==> config.mk <==
export PLATFORM = sky130hd
export DESIGN_NAME = muldiv_unit
export DESIGN_NICKNAME = d
export VERILOG_FILES = /design/src/rtl/muldiv_unit.sv
export SDC_FILE = /design/constraint.sdc
export NUM_CORES = 1
export LEC_CHECK = 0
export CORE_UTILIZATION = 39
export CTS_CLUSTER_DIAMETER = 80
export DETAILED_ROUTE_END_ITERATION = 10
export PLACE_DENSITY_LB_ADDON = 0.2
export SLEW_MARGIN = 20
export SYNTH_ARGS = -nofsm -noshare
export SYNTH_HDL_FRONTEND = slang
export SYNTH_SLANG_ARGS = --single-unit
==> constraint.sdc <==
create_clock -name clk -period 6.75 [get_ports clk]
set_input_delay 1.0125 -clock clk [delete_from_list [all_inputs] [get_ports clk]]
set_output_delay 1.0125 -clock clk [all_outputs]
set_load 0.02 [all_outputs]
==> src/rtl/muldiv_unit.sv <==
// muldiv_unit -- multi-cycle integer multiply/divide unit with HI/LO registers.
//
// Sits beside the EX-stage ALU of the pipelined core. MULT/MULTU/DIV/DIVU run
// for WIDTH step cycles plus one finish cycle. MTHI/MTLO write HI/LO directly.
//
// Handshake: start is sampled on a rising clk edge only while busy=0. A
// MULT/DIV request then raises busy for WIDTH+1 cycles. In the following
// cycle, done pulses for exactly one cycle, busy is low, and hi/lo hold the
// new result, so a new start can be accepted in that cycle. flush aborts a
// request in flight; it also drops a start presented in the same cycle.
//
// Ports:
//   clk        rising-edge clock
//   reset      asynchronous, active-low reset
//   start      request strobe
//   op         000 MULT, 001 MULTU, 010 DIV, 011 DIVU, 100 MTHI, 101 MTLO, 11x reserved
//   a, b       rs / rt operands
//   flush      squash in-flight MULT/DIV, or drop a same-cycle start
//   busy       MULT/DIV in progress
//   done       one-cycle pulse: new HI/LO visible
//   hi, lo     architectural HI/LO registers
//   dbg_state  current FSM state (0 IDLE, 1 RUN, 2 FINISH)
module muldiv_unit #(
  parameter int WIDTH = 32
) (
  input  logic             clk,
  input  logic             reset,
  input  logic             start,
  input  logic [2:0]       op,
  input  logic [WIDTH-1:0] a,
  input  logic [WIDTH-1:0] b,
  input  logic             flush,
  output logic             busy,
  output logic             done,
  output logic [WIDTH-1:0] hi,
  output logic [WIDTH-1:0] lo,
  output logic [1:0]       dbg_state
);

  localparam int CW = $clog2(WIDTH) + 1;

  typedef enum logic [1:0] {
    S_IDLE   = 2'd0,
    S_RUN    = 2'd1,
    S_FINISH = 2'd2
  } state_t;

  state_t             state;
  logic [CW-1:0]      count;
  logic               is_div;
  logic               neg_res;   // quotient / product must be negated
  logic               neg_rem;   // remainder takes the sign of the dividend
  logic               div_zero;
  logic [WIDTH-1:0]   mag_a;
  logic [WIDTH-1:0]   mag_b;
  logic [WIDTH-1:0]   a_orig;
  // Multiply: {partial product high, multiplier shifting out at bit 0}.
  // Divide: low half holds the dividend shifting out / quotient shifting in.
  logic [2*WIDTH-1:0] acc;
  logic [WIDTH-1:0]   rem;

  logic               signed_op;
  logic               a_neg;
  logic               b_neg;
  logic [WIDTH-1:0]   abs_a;
  logic [WIDTH-1:0]   abs_b;
  logic [WIDTH:0]     mul_sum;
  logic [WIDTH:0]     div_shift;
  logic               div_ok;
  logic [WIDTH-1:0]   div_sub;
  logic [2*WIDTH-1:0] prod_fix;
  logic [WIDTH-1:0]   quot_fix;
  logic [WIDTH-1:0]   rem_fix;

  assign dbg_state = state;

  always_comb begin
    signed_op = ~op[0];
    a_neg     = signed_op & a[WIDTH-1];
    b_neg     = signed_op & b[WIDTH-1];
    abs_a     = a_neg ? -a : a;
    abs_b     = b_neg ? -b : b;

    mul_sum   = {1'b0, acc[2*WIDTH-1:WIDTH]}
              + (acc[0] ? {1'b0, mag_a} : {(WIDTH+1){1'b0}});

    // The partial remainder is WIDTH+1 bits wide once shifted. Any subtraction
    // that does not borrow leaves a value below the divisor. That value fits
    // in WIDTH bits, so only the low bits of the difference are kept.
    div_shift = {rem, acc[WIDTH-1]};
    div_ok    = (div_shift >= {1'b0, mag_b});
    div_sub   = div_shift[WIDTH-1:0] - mag_b;

    prod_fix  = neg_res ? -acc : acc;
    quot_fix  = neg_res ? -acc[WIDTH-1:0] : acc[WIDTH-1:0];
    rem_fix   = neg_rem ? -rem : rem;
  end

  always_ff @(posedge clk or negedge reset) begin
    if (!reset) begin
      state    <= S_IDLE;
      busy     <= 1'b0;
      done     <= 1'b0;
      hi       <= '0;
      lo       <= '0;
      count    <= '0;
      is_div   <= 1'b0;
      neg_res  <= 1'b0;
      neg_rem  <= 1'b0;
      div_zero <= 1'b0;
      mag_a    <= '0;
      mag_b    <= '0;
      a_orig   <= '0;
      acc      <= '0;
      rem      <= '0;
    end else begin
      done <= 1'b0;
      case (state)
        S_IDLE: begin
          if (start && !flush) begin
            case (op)
              3'b000, 3'b001, 3'b010, 3'b011: begin
                mag_a    <= abs_a;
                mag_b    <= abs_b;
                a_orig   <= a;
                is_div   <= op[1];
                neg_res  <= a_neg ^ b_neg;
                neg_rem  <= a_neg;
                div_zero <= (b == '0);
                acc      <= op[1] ? {{WIDTH{1'b0}}, abs_a} : {{WIDTH{1'b0}}, abs_b};
                rem      <= '0;
                count    <= '0;
                busy     <= 1'b1;
                state    <= S_RUN;
              end
              3'b100:  hi <= a;
              3'b101:  lo <= a;
              default: ;
            endcase
          end
        end
        S_RUN: begin
          if (flush) begin
            busy  <= 1'b0;
            state <= S_IDLE;
          end else begin
            if (is_div) begin
              rem              <= div_ok ? div_sub : div_shift[WIDTH-1:0];
              acc[WIDTH-1:0]   <= {acc[WIDTH-2:0], div_ok};
            end else begin
              acc <= {mul_sum, acc[WIDTH-1:1]};
            end
            count <= count + CW'(1);
            if (count == CW'(WIDTH - 1)) state <= S_FINISH;
          end
        end
        S_FINISH: begin
          busy  <= 1'b0;
          state <= S_IDLE;
          if (!flush) begin
            done <= 1'b1;
            if (!is_div) begin
              hi <= prod_fix[2*WIDTH-1:WIDTH];
              lo <= prod_fix[WIDTH-1:0];
            end else if (div_zero) begin
              hi <= a_orig;
              lo <= '1;
            end else begin
              hi <= rem_fix;
              lo <= quot_fix;
            end
          end
        end
        default: begin
          busy  <= 1'b0;
          state <= S_IDLE;
        end
      endcase
    end
  end

endmodule
==> flow_summary_export.csv, run 1 <==
group,metric,value,unit
die,die_h,221.9,um
logic_synthesis,synth.distinct_cells,84,
sta,worst_slack,2.902,ns
logic_synthesis,synth_area_leaders,"dfrtp_1, nand2_1, o21ai_0",
run,max_cap_violations,0,
cts,cts_resized,0,
logic_synthesis,synth_top_area_share,35.71,%
sta,tightestPinTransition,1.064,ns
cts,path_clk_slew,0.06,ns
global_routing,grt_max_degree,131,
global_routing,grtUsageMet3,2.876,%
sta,hold_viol,0,
routing,drc,0,
setup_path,crit_required,7.17,ns
logic_synthesis,yosysWarningCount,0,
logic_synthesis,ys_ff_latch,269,
power_and_ir_drop,powerDensity,310.4,mW/mm^2
cts,cts_buffers,35,
die,rows,80,
cts,cts_tree,"yes",
cts,htreeDepth,2,
cts,max-clock-path-buffers,3,
routing,vias_per_cell,5.920,
cells_and_area,seqCellArea,0.006734,sq mm
sta,period_share,57.01,%
cells_and_area,multi_input_area,0.01138,sq mm
die,die_area,0.04922,sq mm
cts,cts_setup_buffers,0,
sta,grt_setup_unrepaired,"false",
logic_synthesis,synth_ff_type,"dfrtp_1",
logic_synthesis,yosysSeqAreaShare,35.71,%
cts,clkSinkCount,269,
sta,maxSlewViolCount,0,
cells_and_area,fin_area,0.02186,sq mm
setup_path,crit_type,"flip-flop to flip-flop",
logic_synthesis,yosysTopAreaCell,"dfrtp_1",
cts,cts-hold-fix-buffers,0,
routing,drt_wl_total,70.97,mm
logic_synthesis,synth_edf_count,0,
placement,place_area,0.02072,sq mm
run_status,status,"finished, final reports clean",
global_routing,grt-ovfl-total,0,
min_path,hold_class,"input port to async pin",
sta,fmax,259.8,MHz
sta,setup_viol,0,
placement,hpwl,52.96,mm
sta,fin_crit,3.848,ns
power_and_ir_drop,p_leak,9.413,nW
logic_synthesis,synth_area_per_cell,8.122,sq um
setup_path,cp_data_arrival_time,4.27,ns
sta,setup_tns,0,ns
cells_and_area,area_growth,15.96,%
logic_synthesis,syn_inst,2321,
cells_and_area,fillCellCount,4754,
cells_and_area,antenna_cells,0,
setup_path,start_kind,"flip-flop",
logic_synthesis,asyncSetResetFlopFracSynth,100.0,%
die,ios,139,
global_routing,grt_pass1_wl,106.1,mm
routing,drtPass1Iterations,5,
global_routing,grt_pass1_vias,16693,
global_routing,top_usage_layer,"met2",
die,initial_core_util,39.48,%
sta,fin_worst_skew,0.02546,ns
global_routing,grt_util_all_layers,28.26,%
sta,slew_headroom,28.92,%
cts,clockRootBuffer,"clkbuf_16",
routing,drtIter0Drc,1810,
setup_path,end_kind,"flip-flop",
routing,wl_per_cell,23.52,um
power_and_ir_drop,ir_drop,210.7,uV
die,coreArea,0.04775,sq mm
placement,routabilityCongestion,0.9433,
cells_and_area,nets,2522,
cts,clock_latency,0.56,ns
global_routing,met1_usage,41.71,%
setup_path,crit_path_max_fanout,24,
routing,vias,17868,
logic_synthesis,syn_area,0.01885,sq mm
placement,pre_cts_ws,2.506,ns
routing,ant_nets,0,
global_routing,grtUsageMet2,42.71,%
logic_synthesis,syn_nets,2463,
die,die_width,221.9,um
global_routing,antenna_found_initial,1,
cells_and_area,drive_gt1_share,5.368,%
placement,portBuffers,138,
==> sequential cells by signal, indices dropped and copies added (netlist names) <==
name,flops
acc,64
hi,32
lo,32
mag_a,32
mag_b,32
rem,32
a_orig,31
count,6
dbg_state,2
busy,1
div_zero,1
done,1
is_div,1
neg_rem,1
neg_res,1
==> stage by stage <==
step	cells	hold slack (ns)	util, %	total power, mW
after floorplan	2321	0.4381	-	3.920
after detailed placement	2958	0.4608	43.40	4.870
after global placement	2958	0.4554	43.39	4.831
after global routing	3018	0.4860	45.78	7.141
after CTS	3018	0.4561	45.78	6.781
final	3018	0.4482	45.78	6.786
==> area by class of cell <==
class	instances	share of cell area, %
multi-input combinational	1845	52.07
sequential	269	30.81
timing repair buffer	164	7.292
clock buffer	48	4.653
tap	615	3.520
inverter	65	1.116
clock inverter	12	0.5438
==> critical path, cell delays in order, from the launching register on <==
cell and delay [ns]:
dfrtp_1 0.62, and2_1 0.27, ha_1 0.21, inv_1 0.08, fa_1 0.19, nor2b_1 0.08, o31ai_1 0.42, a21oi_1 0.17
o21ai_0 0.42, nor2_1 0.17, o41a_1 0.42, a41o_1 0.29, mux2i_1 0.13, a221o_1 0.26
==> final timing paths <==
kind / depth (start not counted) / to / startpoint / slack, ns
min: 1 / rem[25]$_DFFE_PN0P_ / reset / 0.45
min in group clk: 2 / mag_a[13]$_DFFE_PN0P_ / mag_a[13]$_DFFE_PN0P_ / 0.47
max in group asynchronous: 2 / lo[11]$_DFFE_PN0P_ / reset / 4.91
max reg2reg: 13 / acc[61]$_DFFE_PN0P_ / acc[0]$_DFFE_PN0P_ / 2.90
min reg2reg: 2 / mag_a[13]$_DFFE_PN0P_ / mag_a[13]$_DFFE_PN0P_ / 0.47
max: 13 / acc[61]$_DFFE_PN0P_ / acc[0]$_DFFE_PN0P_ / 2.90
==> Yosys cell counts (20+ instances only) <==
| cell | n |
|---|---|
| a21o_1 | 33 |
| o211ai_1 | 20 |
| dfrtp_1 | 269 |
| inv_1 | 64 |
| clkbuf_1 | 119 |
| xor2_1 | 78 |
| nor3_1 | 52 |
| o22ai_1 | 44 |
| o31ai_1 | 35 |
| a21oi_1 | 168 |
| nor2_1 | 156 |
| o21ai_0 | 259 |
| xnor2_1 | 115 |
| nand3_1 | 31 |
| or3_1 | 34 |
| mux2i_1 | 51 |
| nand2_1 | 374 |
| ha_1 | 69 |
| and2_1 | 36 |
==> placed cells by master (no fill, tap or decap), drive strengths merged, types with 24 or more instances in the layout <==
cell / n
xor2: 78
o21ai: 272
or4: 24
mux2i: 51
nand2: 374
a21oi: 168
a21o: 33
clkbuf: 48
or3: 36
o31ai: 38
buf: 27
and2: 38
nand3: 32
xnor2: 115
ha: 69
dfrtp: 269
nor3: 55
clkdlybuf4s50: 137
nor2: 156
o22ai: 44
inv: 64
==> cell families after synthesis <==
group / count (synthesis) / share of synthesized area, %
flops: 269 / 35.71
mux: 53 / 2.828
buf+inv: 207 / 4.241
fa+ha+maj: 71 / 4.792
simple gates: 816 / 20.41
compound gates: 712 / 23.05
xor+xnor: 193 / 8.967
==> per-layer routing <==
metal  vias up  share of wire, %
met2       680                44
met4         0               3.4
met1      8689                46
met3       111               6.2
li1       8388                 -
met5         -                 0
==> where the power goes <==
group,total (mW),switching [mW],internal [mW]
registers,2.37,0.437,1.93
logic,2.51,1.49,1.02
clock network,1.90,0.771,1.13
(Power assumes the default switching activity.)
==> run 2: changes to the inputs <==
- clock period: 6.75 -> 3.4 ns (I/O delays scaled with it)
==> flow_summary_export.csv, run 2 (synthesized netlist as in run 1, its figures left out) <==
group,metric,value,unit
die,initial_core_util,39.48,%
placement,portBuffers,138,
cts,cts_buffers,35,
placement,hpwl,57.55,mm
sta,hold_slack,-0.01490,ns
global_routing,antenna_found_initial,0,
setup_path,crit_required,3.87,ns
global_routing,grt_pass1_wl,112.7,mm
setup_path,cp_slowest_stage_delay,0.56,ns
cells_and_area,largest-register,"acc",
cts,clockRootBuffer,"clkbuf_16",
global_routing,grt_util_all_layers,30.06,%
cts,path_clk_slew,0.06,ns
setup_path,start_kind,"flip-flop",
sta,setup_viol,0,
routing,drtIter0Drc,1937,
placement,routabilityCongestion,1.042,
global_routing,grtUsageMet2,45.25,%
sta,period_share,97.36,%
run_status,status,"complete, but fails checks",
die,ios,139,
cells_and_area,nets,2690,
routing,drtPass1Iterations,6,
setup_path,r2r_start,"acc[31]$_DFFE_PN0P_",
routing,drc,0,
cts,max-clock-path-buffers,3,
setup_path,crit_slowest_cell,"or4_4",
cells_and_area,final_common_cell,"nand2_1",
die,die_h,221.9,um
cts,htreeDepth,2,
sta,fmax,302.1,MHz
routing,vias,18937,
cells_and_area,area_growth,23.66,%
routing,vias_per_cell,5.942,
setup_path,end_kind,"flip-flop",
global_routing,top_usage_layer,"met2",
setup_path,reg2reg_depth,9,
run_status,violations,"hold timing",
die,rows,80,
setup_path,cp_data_arrival_time,3.78,ns
cells_and_area,final_cell_mix,"nand2_1, dfrtp_1, o21ai_0",
global_routing,grt-ovfl-total,0,
sta,worst_slack,0.08969,ns
power_and_ir_drop,ir_drop,326.5,uV
routing,drt_wl_total,74.97,mm
setup_path,timing.rr.end,"hi[30]$_DFFE_PN0P_",
power_and_ir_drop,powerDensity,605.5,mW/mm^2
setup_path,crit_path_max_fanout,6,
cells_and_area,antenna_cells,0,
global_routing,grt_pass1_vias,17899,
cells_and_area,largest_reg_flops,64,
power_and_ir_drop,p_leak,10.30,nW
run,max_cap_violations,0,
global_routing,grt_max_degree,129,
setup_path,crit_type,"flip-flop to flip-flop",
sta,hold_viol,5,
global_routing,met1_usage,41.57,%
die,die_area,0.04922,sq mm
cts,cts-hold-fix-buffers,0,
sta,fin_worst_skew,0.03725,ns
min_path,hold_class,"input port to async pin",
die,coreArea,0.04775,sq mm
setup_path,cp_cell_sequence,"buf_4, or3_1, or4_4, or3_1, nor2_1, nand3_1, o21ai_0, xor2_1, a221oi_1",
cells_and_area,post-route-util,48.82,%
cts,clkSinkCount,269,
setup_path,cpMostUsedCell,"or3_1",
sta,tightestPinTransition,1.006,ns
setup_path,reg2reg_slack,0.09,ns
sta,setup_tns,0,ns
sta,fin_crit,3.310,ns
sta,maxSlewViolCount,0,
sta,slew_headroom,32.91,%
die,die_width,221.9,um
placement,pre_cts_ws,-0.1529,ns
cells_and_area,drive_gt1_share,12.25,%
routing,wl_per_cell,23.52,um
cts,cts_tree,"yes",
cts,clock_latency,0.57,ns
routing,ant_nets,0,
global_routing,grtUsageMet3,5.831,%
[run 2: cell types whose count changed in the layout (fill, tap and decap cells not counted), moves of 3 or more]
cell / previous run / this run
o21ai_0: 258 / 255
o21ai_1: 8 / 11
buf_12: 1 / 6
a21oi_1: 168 / 163
a21oi_2: 0 / 5
buf_4: 25 / 188
[run 2: critical path, delay by kind of cell, from the launching register on]
kind	cells	cell delay, ns
compound gates	2	0.55
xor+xnor	1	0.14
buf+inv	1	0.19
flops	1	0.39
simple gates	5	1.97
[run 2: worst max-delay path by stage]
stage / from / to / cells past startpoint
after floorplan: acc[0]$_DFFE_PN0P_ / acc[61]$_DFFE_PN0P_ / 13
after global placement: a[1] / acc[26]$_DFFE_PN0P_ / 13
after detailed placement: a[1] / acc[26]$_DFFE_PN0P_ / 13
after CTS: acc[0]$_DFFE_PN0P_ / acc[61]$_DFFE_PN0P_ / 15
after global routing: acc[0]$_DFFE_PN0P_ / acc[61]$_DFFE_PN0P_ / 14
final: acc[31]$_DFFE_PN0P_ / hi[30]$_DFFE_PN0P_ / 9
[run 2: per-layer routing]
layer  vias up  routed length [um]
li1       8761                   -
met1      9150               32220
met2       875               32850
met3       151                6394
met4         0                3501
met5         -                   0
[run 2: cell type report]
type	instances	area, sq um
Fill cell	4611	24440
Multi-Input combinational cell	1845	11460
Sequential cell	269	6735
Timing Repair Buffer	332	2918
Clock buffer	46	988.4
Tap cell	615	769.5
Inverter	65	244.0
Clock inverter	15	193.9
[run 2: metrics by stage]
stage	power (mW)	cells	instance area (sq um)
2_1_floorplan	7.782	2321	18850
3_3_place_gp	10.03	3124	22030
3_5_place_dp	10.10	3124	22030
4_1_cts	14.03	3185	23210
5_1_grt	14.85	3187	23310
6_report	14.11	3187	23310
[run 2: power by group]
part	total [mW]	internal [mW]	switching, mW
Combinational	5.63	2.40	3.23
Clock	3.91	2.36	1.56
Sequential	4.57	3.84	0.729
Total	14.1	8.60	5.51
[run 2: timing repair]
action                     CTS  global route
buffers inserted             0             2
resized for setup            0            22
setup endpoints to repair    0            23
